**src/rtl/pc_next_unit_if.sv**
```systemverilog
// Fetch-side bundle between the decode/execute stage and the PC sequencer.
// The master drives the control inputs; the slave (pc_next_unit) drives pc and status.
interface pc_next_unit_if;
  logic [31:0] shifted_imm;
  logic [31:0] jalr_sum;
  logic        branch_taken;
  logic        jal;
  logic        jalr;
  logic        halt_req;
  logic        resume;
  logic        fetch_ready;
  logic        stall;
  logic [31:0] pc;
  logic [31:0] pc_plus4;
  logic        fetch_valid;
  logic [1:0]  state;
  logic        misaligned;
  logic [31:0] trap_epc;
  logic [31:0] instret;

  modport master (
    output shifted_imm, jalr_sum, branch_taken, jal, jalr, halt_req, resume,
           fetch_ready, stall,
    input  pc, pc_plus4, fetch_valid, state, misaligned, trap_epc, instret
  );

  modport slave (
    input  shifted_imm, jalr_sum, branch_taken, jal, jalr, halt_req, resume,
           fetch_ready, stall,
    output pc, pc_plus4, fetch_valid, state, misaligned, trap_epc, instret
  );
endinterface

```
**src/rtl/pc_next_unit.sv**
```systemverilog
// Program-counter sequencer: picks the next fetch address, traps on misaligned
// targets, parks in HALT on ECALL/EBREAK and counts retired instructions.
module pc_next_unit #(
  parameter logic [31:0] RESET_VECTOR = 32'h0000_0000,
  parameter logic [31:0] TRAP_VECTOR  = 32'h0000_0100
) (
  input logic           clk,
  input logic           rst,
  pc_next_unit_if.slave bus
);

  typedef enum logic [1:0] {
    RUN  = 2'b00,
    HALT = 2'b01,
    TRAP = 2'b10
  } state_t;

  state_t      state_q, state_d;
  logic [31:0] pc_q, pc_d;
  logic [31:0] instret_q, instret_d;
  logic [31:0] epc_q, epc_d;
  logic        mis_q, mis_d;
  logic [31:0] pc_plus4;
  logic [31:0] target;
  logic        advance;

  always_ff @(posedge clk) begin
    if (rst) begin
      state_q   <= RUN;
      pc_q      <= RESET_VECTOR;
      instret_q <= 32'd0;
      epc_q     <= 32'd0;
      mis_q     <= 1'b0;
    end else begin
      state_q   <= state_d;
      pc_q      <= pc_d;
      instret_q <= instret_d;
      epc_q     <= epc_d;
      mis_q     <= mis_d;
    end
  end

  // Control inputs only matter on an advance; every other cycle holds state
  // unless a resume releases HALT/TRAP.
  always_comb begin
    state_d   = state_q;
    pc_d      = pc_q;
    instret_d = instret_q;
    epc_d     = epc_q;
    mis_d     = mis_q;
    pc_plus4  = pc_q + 32'd4;
    advance   = (state_q == RUN) && bus.fetch_ready && !bus.stall;

    if (bus.jalr)
      target = bus.jalr_sum & 32'hFFFF_FFFE;
    else if (bus.jal || bus.branch_taken)
      target = pc_q + bus.shifted_imm;
    else
      target = pc_plus4;

    if (advance) begin
      if (bus.halt_req) begin
        pc_d      = pc_plus4;
        instret_d = instret_q + 32'd1;
        state_d   = HALT;
      end else if (target[1]) begin
        pc_d    = TRAP_VECTOR;
        epc_d   = pc_q;
        mis_d   = 1'b1;
        state_d = TRAP;
      end else begin
        pc_d      = target;
        instret_d = instret_q + 32'd1;
      end
    end else if (state_q != RUN && bus.resume) begin
      state_d = RUN;
    end
  end

  assign bus.pc          = pc_q;
  assign bus.pc_plus4    = pc_plus4;
  assign bus.fetch_valid = (state_q == RUN);
  assign bus.state       = state_q;
  assign bus.misaligned  = mis_q;
  assign bus.trap_epc    = epc_q;
  assign bus.instret     = instret_q;

endmodule
```
**src/flat_wrapper.sv**
```systemverilog
// flat-port wrapper written by rule: the top's interface ports become plain ports
module pc_next_unit_flat 
#(
  parameter logic [31:0] RESET_VECTOR = 32'h0000_0000,
  parameter logic [31:0] TRAP_VECTOR  = 32'h0000_0100
)
  (clk, rst, bus_shifted_imm, bus_jalr_sum, bus_branch_taken, bus_jal, bus_jalr, bus_halt_req, bus_resume, bus_fetch_ready, bus_stall, bus_pc, bus_pc_plus4, bus_fetch_valid, bus_state, bus_misaligned, bus_trap_epc, bus_instret);
  pc_next_unit_if bus_i ();
  input logic clk;
  input logic rst;
  input wire logic [$bits(bus_i.shifted_imm)-1:0] bus_shifted_imm;
  input wire logic [$bits(bus_i.jalr_sum)-1:0] bus_jalr_sum;
  input wire logic [$bits(bus_i.branch_taken)-1:0] bus_branch_taken;
  input wire logic [$bits(bus_i.jal)-1:0] bus_jal;
  input wire logic [$bits(bus_i.jalr)-1:0] bus_jalr;
  input wire logic [$bits(bus_i.halt_req)-1:0] bus_halt_req;
  input wire logic [$bits(bus_i.resume)-1:0] bus_resume;
  input wire logic [$bits(bus_i.fetch_ready)-1:0] bus_fetch_ready;
  input wire logic [$bits(bus_i.stall)-1:0] bus_stall;
  output wire logic [$bits(bus_i.pc)-1:0] bus_pc;
  output wire logic [$bits(bus_i.pc_plus4)-1:0] bus_pc_plus4;
  output wire logic [$bits(bus_i.fetch_valid)-1:0] bus_fetch_valid;
  output wire logic [$bits(bus_i.state)-1:0] bus_state;
  output wire logic [$bits(bus_i.misaligned)-1:0] bus_misaligned;
  output wire logic [$bits(bus_i.trap_epc)-1:0] bus_trap_epc;
  output wire logic [$bits(bus_i.instret)-1:0] bus_instret;
  assign bus_i.shifted_imm = bus_shifted_imm;
  assign bus_i.jalr_sum = bus_jalr_sum;
  assign bus_i.branch_taken = bus_branch_taken;
  assign bus_i.jal = bus_jal;
  assign bus_i.jalr = bus_jalr;
  assign bus_i.halt_req = bus_halt_req;
  assign bus_i.resume = bus_resume;
  assign bus_i.fetch_ready = bus_fetch_ready;
  assign bus_i.stall = bus_stall;
  assign bus_pc = bus_i.pc;
  assign bus_pc_plus4 = bus_i.pc_plus4;
  assign bus_fetch_valid = bus_i.fetch_valid;
  assign bus_state = bus_i.state;
  assign bus_misaligned = bus_i.misaligned;
  assign bus_trap_epc = bus_i.trap_epc;
  assign bus_instret = bus_i.instret;
  pc_next_unit #(.RESET_VECTOR(RESET_VECTOR), .TRAP_VECTOR(TRAP_VECTOR)) u_core (.clk(clk), .rst(rst), .bus(bus_i));
endmodule
```
**config.mk**
```make
export PLATFORM = sky130hd
export DESIGN_NAME = pc_next_unit_flat
export DESIGN_NICKNAME = d
export VERILOG_FILES = /design/src/rtl/pc_next_unit_if.sv /design/src/rtl/pc_next_unit.sv /design/src/flat_wrapper.sv
export SDC_FILE = /design/constraint.sdc
export NUM_CORES = 1
export LEC_CHECK = 0
export BUFFER_PORTS_ARGS = -buffer_cell sky130_fd_sc_hd__buf_2
export CAP_MARGIN = 30
export CORE_ASPECT_RATIO = 0.6
export CORE_UTILIZATION = 57
export DETAILED_ROUTE_END_ITERATION = 16
export GPL_ROUTABILITY_DRIVEN = 0
export PLACE_DENSITY = 0.9
export SLEW_MARGIN = 20
export SYNTH_ARGS = -nofsm -noshare
export SYNTH_HDL_FRONTEND = slang
export SYNTH_SLANG_ARGS = --single-unit
```
**constraint.sdc**
```tcl
create_clock -name clk -period 7.13 [get_ports clk]
set_input_delay 1.0695 -clock clk [delete_from_list [all_inputs] [get_ports clk]]
set_output_delay 1.0695 -clock clk [all_outputs]
set_load 0.05 [all_outputs]
```
After elaboration in Yosys (flattened, before gate mapping) --
Cells that the tools add are included.
Word-level totals: register bits after elaboration 99, input port bits 73
Cells by class: $add $sub $neg 3, equality and inequality tests 2, mux-type cells 10, bitwise operators 1, reductions and logical operators 11
Operators with widths (count):
- 32-bit two-way mux | 6
- 32-bit by 1-bit adder with 32-bit output (second input constant) | 1
- 32-bit by 3-bit adder with 32-bit output (second input constant) | 1
- 32-bit adder | 1
- 2-bit two-way mux | 4
- 2-bit AND reduction | 2
- 2-bit nonzero test | 2
- 1-bit logical AND | 3
- 3-bit by 2-bit inequality test with 1-bit output (second input constant) | 1
- 3-bit AND reduction | 1
- 2-bit zero test | 1
- 2-bit inequality test (second input constant) | 1
- 1-bit zero test | 1
- 1-bit logical OR | 1
- 1-bit inverter | 1

Longest topological paths before layout --
Gate-level depths: netlist (run 1).
depth in word-level cells 6, gate-level depth with buffers 11, gate-level depth less buffers 9

Least setup slack after synthesis (run 1) --
OpenSTA, ideal clock, no wires.
kind register -> output, start register u_core.pc_q[4], in the netlist u_core.bus.pc[4], end output port bus_pc_plus4[21], arrival time 2.710 ns, data required time 6.060 ns, slack 3.351 ns, stages on the path, launching flop included 6, cells stage by stage dfxtp_1 buf_2 nand4_1 nor3_2 nand4_1 xnor2_1
Between the ends: cells in the longest elaborated chain, start to end 1
Ends and longest elaborated chain:
- start, declared | RTL line pc_next_unit.sv:19 | logic [31:0] pc_q, pc_d;
- start signal, assigned | RTL line pc_next_unit.sv:36 | pc_q <= pc_d;
- 32-bit by 3-bit adder with 32-bit output | RTL line pc_next_unit.sv:51 | pc_plus4 = pc_q + 32'd4;
- end, declared | RTL line flat_wrapper.sv:21 | output wire logic [$bits(bus_i.pc_plus4)-1:0] bus_pc_plus4;
No other way between the ends.

Final worst setup path (run 1) --
start register u_core.pc_q[4], in the netlist u_core.bus.pc[4], end output port bus_pc_plus4[31]
Same word-level chain as after synthesis.

==> impl_metrics.py, run 1 <==
metrics = {
    "layout": {
        "nFillCells": 1026,
        "drive_above_1_share_pct": 21.99,
        "fin_cells": 1279,
        "fin_nets": 1216,
        "area_growth_pct": 18.68,
        "num_antenna_cells": 0,
    },
    "power": {
        "p_seq_share_pct": 41.5,
        "p_sw_share_pct": 35.09,
        "peakVddDrop_v": 0.0001359,
        "leakage_nw": 3.777,
        "combPwrFrac_pct": 24.7,
        "clock_power_share_pct": 33.8,
        "power_density_nw_per_um2": 166.5,
        "switchingPower_w": 0.0004895,
        "p_int_w": 0.0009053,
    },
    "grt": {
        "use_met2_pct": 54.46,
        "antenna_found_initial": 0,
        "grt_max_degree": 83,
        "grt_pass1_wl_microns": 36930,
        "first_global_vias": 7194,
        "met1_usage_pct": 50.08,
        "use_met3_pct": 11.15,
        "grt.busiest_layer": "met2",
        "grt_remaining_overflow": 0,
        "grt_use_total_pct": 36.59,
    },
    "clocking": {
        "root_buffer": "clkbuf_16",
        "post-cts-setup-buffers": 0,
        "clock-sinks": 97,
        "clk_pin_slew_ns": 0.08,
        "cts_resized": 0,
        "cts_hold_buffers": 0,
        "clk_latency_ns": 0.34,
        "cts_buffer_depth": 2,
        "numCtsBuffers": 9,
        "htree_levels": 3,
        "cts_tree": "done",
    },
    "synth": {
        "syn-cell-area_sq_um": 7059,
        "netlist_instances": 948,
        "yosysSeqAreaShare_pct": 27.51,
        "synth_top_flop_cell": "dfxtp_1",
        "synth_edf_count": 0,
        "async_reset_ff_share_pct": 0,
        "yosysWarnings": 0,
        "synth_cell_types": 73,
        "avgSynthCellArea_sq_um": 7.446,
        "ys_seq_elements": 97,
    },
    "critical_path": {
        "cp_slowest_cell": "nor3_2",
        "worstPathRequired_ns": 6.06,
        "crit_family": "simple AND/OR/NAND/NOR gates",
        "cp_max_fo": 10,
        "rrSetupSlack_ns": 3.76,
        "critPathArrivalTime_ns": 3.05,
        "crit_top_cell": "nand4_1",
        "path_class": "flop to output port",
        "critPathBufInv": 1,
        "crit_chain": "nand4_1, nor3_2, nand4_1, xnor2_1, buf_2",
        "crit_path_end_kind": "output port",
        "reg2reg_from": "u_core.bus.pc[0]",
        "crit-reg2reg-capture": "u_core.bus.pc[30]",
        "ff2ff_path_depth": 9,
        "max_stage_delay_ns": 0.71,
        "critPathLaunchType": "flop",
    },
    "detailed_routing": {
        "dr.pass1.iters": 7,
        "dr.first_iter.drc_count": 1216,
        "wl_per_cell_microns": 18.93,
        "routed_wl_microns": 24210,
        "drc": 0,
        "num_vias": 8231,
        "vias_per_cell": 6.435,
        "antenna_left": 0,
    },
    "sta": {
        "min_period_over_period_pct": 57.78,
        "clock-skew-final_ns": 0.009820,
        "rsz0062_at_grt": "no",
        "period_needed_ns": 4.120,
        "final.setup.tns_ns": 0,
        "slew_headroom_pct": 37.98,
        "max_freq_ghz": 0.2427,
        "hold_viol": 0,
        "setup_viol": 0,
        "report.final.slew_viol_count": 0,
        "tightest_slew_ns": 0.9294,
    },
    "hold_path": {
        "worstHoldPathCells": 2,
        "min_delay_worst_endpoint": "u_core.bus.trap_epc[8]",
        "hold_class": "flop to flop",
        "holdCritStartpoint": "u_core.bus.trap_epc[8]",
    },
    "floorplan": {
        "dieHeight_microns": 88.20,
        "core_area_sq_um": 12060,
        "core.rowCount": 31,
        "initial_core_util_pct": 58.52,
        "die_area_sq_um": 12850,
        "ios": 205,
        "die_w_microns": 145.7,
    },
    "run": {
        "cap_violations": 0,
    },
    "placed_design": {
        "placed_cells": 1264,
        "dpl.hpwl_microns": 17980,
        "port_buffers": 200,
    },
    "status": {
        "outcome": "complete, no violations",
    },
}
## metal layers
metal | up-vias | wire length [microns]
met5 | - | 0
met4 | 0 | 677
met3 | 87 | 3557
met2 | 635 | 9979
met1 | 3744 | 9992
li1 | 3765 | -
## tightest hold or removal path, cell delays in order, from the launching register on
cell and delay [ns]:
dfxtp_1 0.31, nand2_1 0.05, a21oi_1 0.05
## synth_stat cells (all sizes together) (19+ instances only)
cell	n	area [sq um]
ha	33	412.9
nor2	83	314.1
a21o	24	180.2
dfxtp	97	1942
xnor2	37	324.1
nor3	19	111.4
nand3	37	185.2
a21oi	100	500.5
clkbuf	42	158.9
nand2	131	491.7
xor2	35	306.5
nand4	25	168.9
o21ai	51	255.2
## how the worst max path moves through the flow
stage                        from                     end  cells past startpoint
5_1_grt          u_core.bus.pc[5]        bus_pc_plus4[31]                      5
3_5_place_dp   bus_shifted_imm[0]       u_core.bus.pc[30]                     10
2_1_floorplan    u_core.bus.pc[4]        bus_pc_plus4[21]                      5
3_3_place_gp   bus_shifted_imm[0]  u_core.bus.instret[29]                     10
6_report         u_core.bus.pc[4]        bus_pc_plus4[31]                      5
4_1_cts          u_core.bus.pc[5]        bus_pc_plus4[31]                      5
## stage by stage
stage	total power (W)	hold slack (ns)	cell area [sq um]	utilization, %	worst slack [ns]
after floorplan	0.0008307	0.6720	7067	-	3.351
after global placement	0.0009170	0.4380	8080	66.98	3.325
after detailed placement	0.0009253	0.4430	8095	67.11	3.275
after CTS	0.001389	0.4551	8378	69.45	3.134
after global routing	0.001444	0.4708	8378	69.45	2.890
final	0.001395	0.4515	8378	69.45	3.010
## layout make-up
| class | count | area [sq um] | share of cell area (%) |
|---|---|---|---|
| Timing Repair Buffer | 206 | 1056 | 12.60 |
| Multi-Input combinational cell | 778 | 4823 | 57.57 |
| Clock buffer | 9 | 225.2 | 2.688 |
| Sequential cell | 97 | 1942 | 23.18 |
| Inverter | 18 | 67.56 | 0.8065 |
| Tap cell | 165 | 206.4 | 2.464 |
| Clock inverter | 6 | 57.56 | 0.6870 |
## state kept, by name, summed over array words and instances, names as in the netlist
signal and flops:
u_core.bus.pc 31, u_core.bus.state 2, u_core.bus.instret 32, u_core.bus.misaligned 1, u_core.bus.trap_epc 31
## cell usage in the layout, fill, tap and decap left out, drive strengths merged, types with 19 or more instances in the layout
cell type,Yosys,final
nand4,25,25
ha,33,33
nor3,19,19
a21oi,100,100
inv,17,21
buf,15,206
nand2,131,131
nand3,37,37
a21o,24,24
o21ai,51,51
xnor2,37,37
dfxtp,97,97
nor2,83,83
xor2,35,35
## power groups by stage
stage / logic, W / registers, W / clock network [W]
after CTS: 0.000336 / 0.000578 / 0.000475
after detailed placement: 0.000334 / 0.000591 / 0
after floorplan: 0.000210 / 0.000620 / 0
after global routing: 0.000364 / 0.000580 / 0.000500
after global placement: 0.000327 / 0.000590 / 0
final: 0.000344 / 0.000579 / 0.000471
## kinds of logic (layout without fill, tap and decap cells)
logic type	after synthesis	after routing	synth area share, %
xor gates and xnor gates	72	72	8.933
muxes	7	7	0.9926
AOI/OAI and AO/OA	291	291	26.20
other	1	3	0.05312
buffers and inverters	75	239	4.378
and+or+nand+nor	372	372	26.09
DFF	97	97	27.51
adders and majority gates	33	33	5.849
Power figures use the tool's default switching activity.
==> run 2, diff against run 1 <==
Settings changed: CORE_UTILIZATION 57 to 53, PLACE_DENSITY 0.9 to 0.84.
Clock period 7.13 ns to 3.97 ns, I/O delays scaled along.
==> impl_metrics.py, run 2 (synthesis results as in run 1) <==
metrics = {
    "status": {
        "outcome": "complete, no violations",
    },
    "clocking": {
        "clk_pin_slew_ns": 0.07,
        "htree_levels": 3,
        "clock-sinks": 97,
        "cts_resized": 0,
        "cts_hold_buffers": 0,
        "numCtsBuffers": 9,
        "cts_buffer_depth": 2,
        "post-cts-setup-buffers": 0,
        "root_buffer": "clkbuf_16",
        "cts_tree": "done",
        "clk_latency_ns": 0.34,
    },
    "layout": {
        "final_common_cell": "buf_2",
        "nFillCells": 1180,
        "drive_above_1_share_pct": 23.17,
        "num_antenna_cells": 0,
        "area_growth_pct": 20.70,
        "largest_reg_flops": 32,
        "multi_input_area_sq_um": 4823,
        "final_cell_mix": "buf_2, nand2_1, a21oi_1, dfxtp_1, nor2_1",
        "fin_area_sq_um": 8521,
        "final-seq-area_sq_um": 1942,
        "fin_nets": 1232,
    },
    "detailed_routing": {
        "num_vias": 8224,
        "vias_per_cell": 6.321,
        "drc": 0,
        "dr.first_iter.drc_count": 808,
        "antenna_left": 0,
        "wl_per_cell_microns": 18.50,
        "routed_wl_microns": 24070,
        "dr.pass1.iters": 5,
    },
    "power": {
        "p_sw_share_pct": 34.63,
        "power_density_nw_per_um2": 296.4,
        "clock_power_share_pct": 34.1,
        "p_seq_share_pct": 41.0,
        "switchingPower_w": 0.0008745,
        "peakVddDrop_v": 0.0002402,
        "p_int_w": 0.001651,
        "combPwrFrac_pct": 24.9,
        "leakage_nw": 3.862,
    },
    "grt": {
        "grt_pass1_wl_microns": 37450,
        "grt_max_degree": 76,
        "first_global_vias": 7076,
        "grt_remaining_overflow": 0,
        "antenna_found_initial": 1,
        "grt_use_total_pct": 34.78,
    },
    "critical_path": {
        "crit_family": "simple AND/OR/NAND/NOR gates",
        "critPathLaunchType": "flop",
        "cp_num_cells": 6,
        "cp_max_fo": 10,
        "cp_slowest_cell": "dfxtp_1",
        "worstPathRequired_ns": 3.37,
        "ff2ff_path_depth": 8,
        "critPathArrivalTime_ns": 2.85,
        "crit_chain": "ha_1, nand3_1, nor3_4, nor4b_4, xor2_1, buf_2",
        "crit_path_end_kind": "output port",
        "path_class": "flop to output port",
        "critPathBufInv": 1,
        "max_stage_delay_ns": 0.52,
    },
    "sta": {
        "setup_viol": 0,
        "period_needed_ns": 3.443,
        "report.final.slew_viol_count": 0,
        "hold_viol": 0,
        "final.setup.tns_ns": 0,
        "min_period_over_period_pct": 86.72,
        "rsz0062_at_grt": "no",
        "clock-skew-final_ns": 0.005516,
        "tightest_slew_ns": 0.9161,
        "max_freq_ghz": 0.2905,
        "slew_headroom_pct": 38.74,
    },
    "placed_design": {
        "dpl.hpwl_microns": 18590,
        "dpl-instance-area_sq_um": 8227,
        "port_buffers": 200,
    },
    "floorplan": {
        "core.rowCount": 32,
        "dieHeight_microns": 91.40,
        "die_area_sq_um": 13800,
        "core_area_sq_um": 12930,
        "ios": 205,
        "initial_core_util_pct": 54.59,
        "die_w_microns": 151.0,
    },
    "hold_path": {
        "hold_class": "flop to flop",
        "worstHoldPathCells": 2,
    },
    "run": {
        "cap_violations": 0,
    },
}
run 2: changes by cell type in the layout (fill, tap and decap cells not counted):
cell | previous run | this run
buf_4 | 6 | 22
inv_8 | 2 | 1
inv_6 | 2 | 3
buf_12 | 0 | 1
clkbuf_8 | 0 | 1
buf_8 | 1 | 0
run 2: area by class of cell:
class / instances / area share [%]
Timing Repair Buffer: 222 / 13.86
Clock inverter: 6 / 0.6461
Tap cell: 170 / 2.496
Multi-Input combinational cell: 778 / 56.61
Inverter: 18 / 0.7930
Sequential cell: 97 / 22.79
Clock buffer: 10 / 2.805
run 2: path summary, 6_finish.rpt:
path                           start                       to  slack [ns]
min reg2reg  u_core.bus.trap_epc[11]  u_core.bus.trap_epc[11]        0.45
max reg2reg         u_core.bus.pc[8]        u_core.bus.pc[25]        0.89
max                 u_core.bus.pc[2]         bus_pc_plus4[26]        0.53
min          u_core.bus.trap_epc[11]  u_core.bus.trap_epc[11]        0.45
run 2: worst register-to-register path, delay by kind of cell (launching register included):
family | cells | cell delay (ns)
adders and majority gates | 1 | 0.48
muxes | 1 | 0.17
AOI/OAI and AO/OA | 5 | 1.78
DFF | 1 | 0.43
and+or+nand+nor | 1 | 0.12
run 2: routing by layer:
metal	up-vias	share of wire (%)	wire (microns)	track usage [%]
met1	3758	42	10190	50.25
met4	2	1.9	461	7.833
met2	596	41	9929	49.89
met3	60	14	3476	10.50
li1	3808	-	-	-
met5	-	0.050	12	0
run 2: metrics by stage:
step | cells | util [%] | setup WS, ns | power (W) | hold WS [ns]
2_1_floorplan | 950 | - | 0.6648 | 0.001492 | 0.6720
3_3_place_gp | 1285 | 63.61 | 0.8885 | 0.001660 | 0.4389
3_5_place_dp | 1285 | 63.61 | 0.8119 | 0.001670 | 0.4447
4_1_cts | 1301 | 65.89 | 0.6386 | 0.002517 | 0.4540
5_1_grt | 1301 | 65.89 | 0.3926 | 0.002632 | 0.4701
6_report | 1301 | 65.89 | 0.5272 | 0.002525 | 0.4533
run 2: power groups by stage:
| stage | Sequential [W] | Clock [W] | Combinational [W] |
|---|---|---|---|
| after global routing | 0.00104 | 0.000920 | 0.000673 |
| final | 0.00104 | 0.000861 | 0.000629 |
| after floorplan | 0.00111 | 0 | 0.000378 |
| after CTS | 0.00103 | 0.000868 | 0.000615 |
| after detailed placement | 0.00106 | 0 | 0.000613 |
| after global placement | 0.00106 | 0 | 0.000603 |
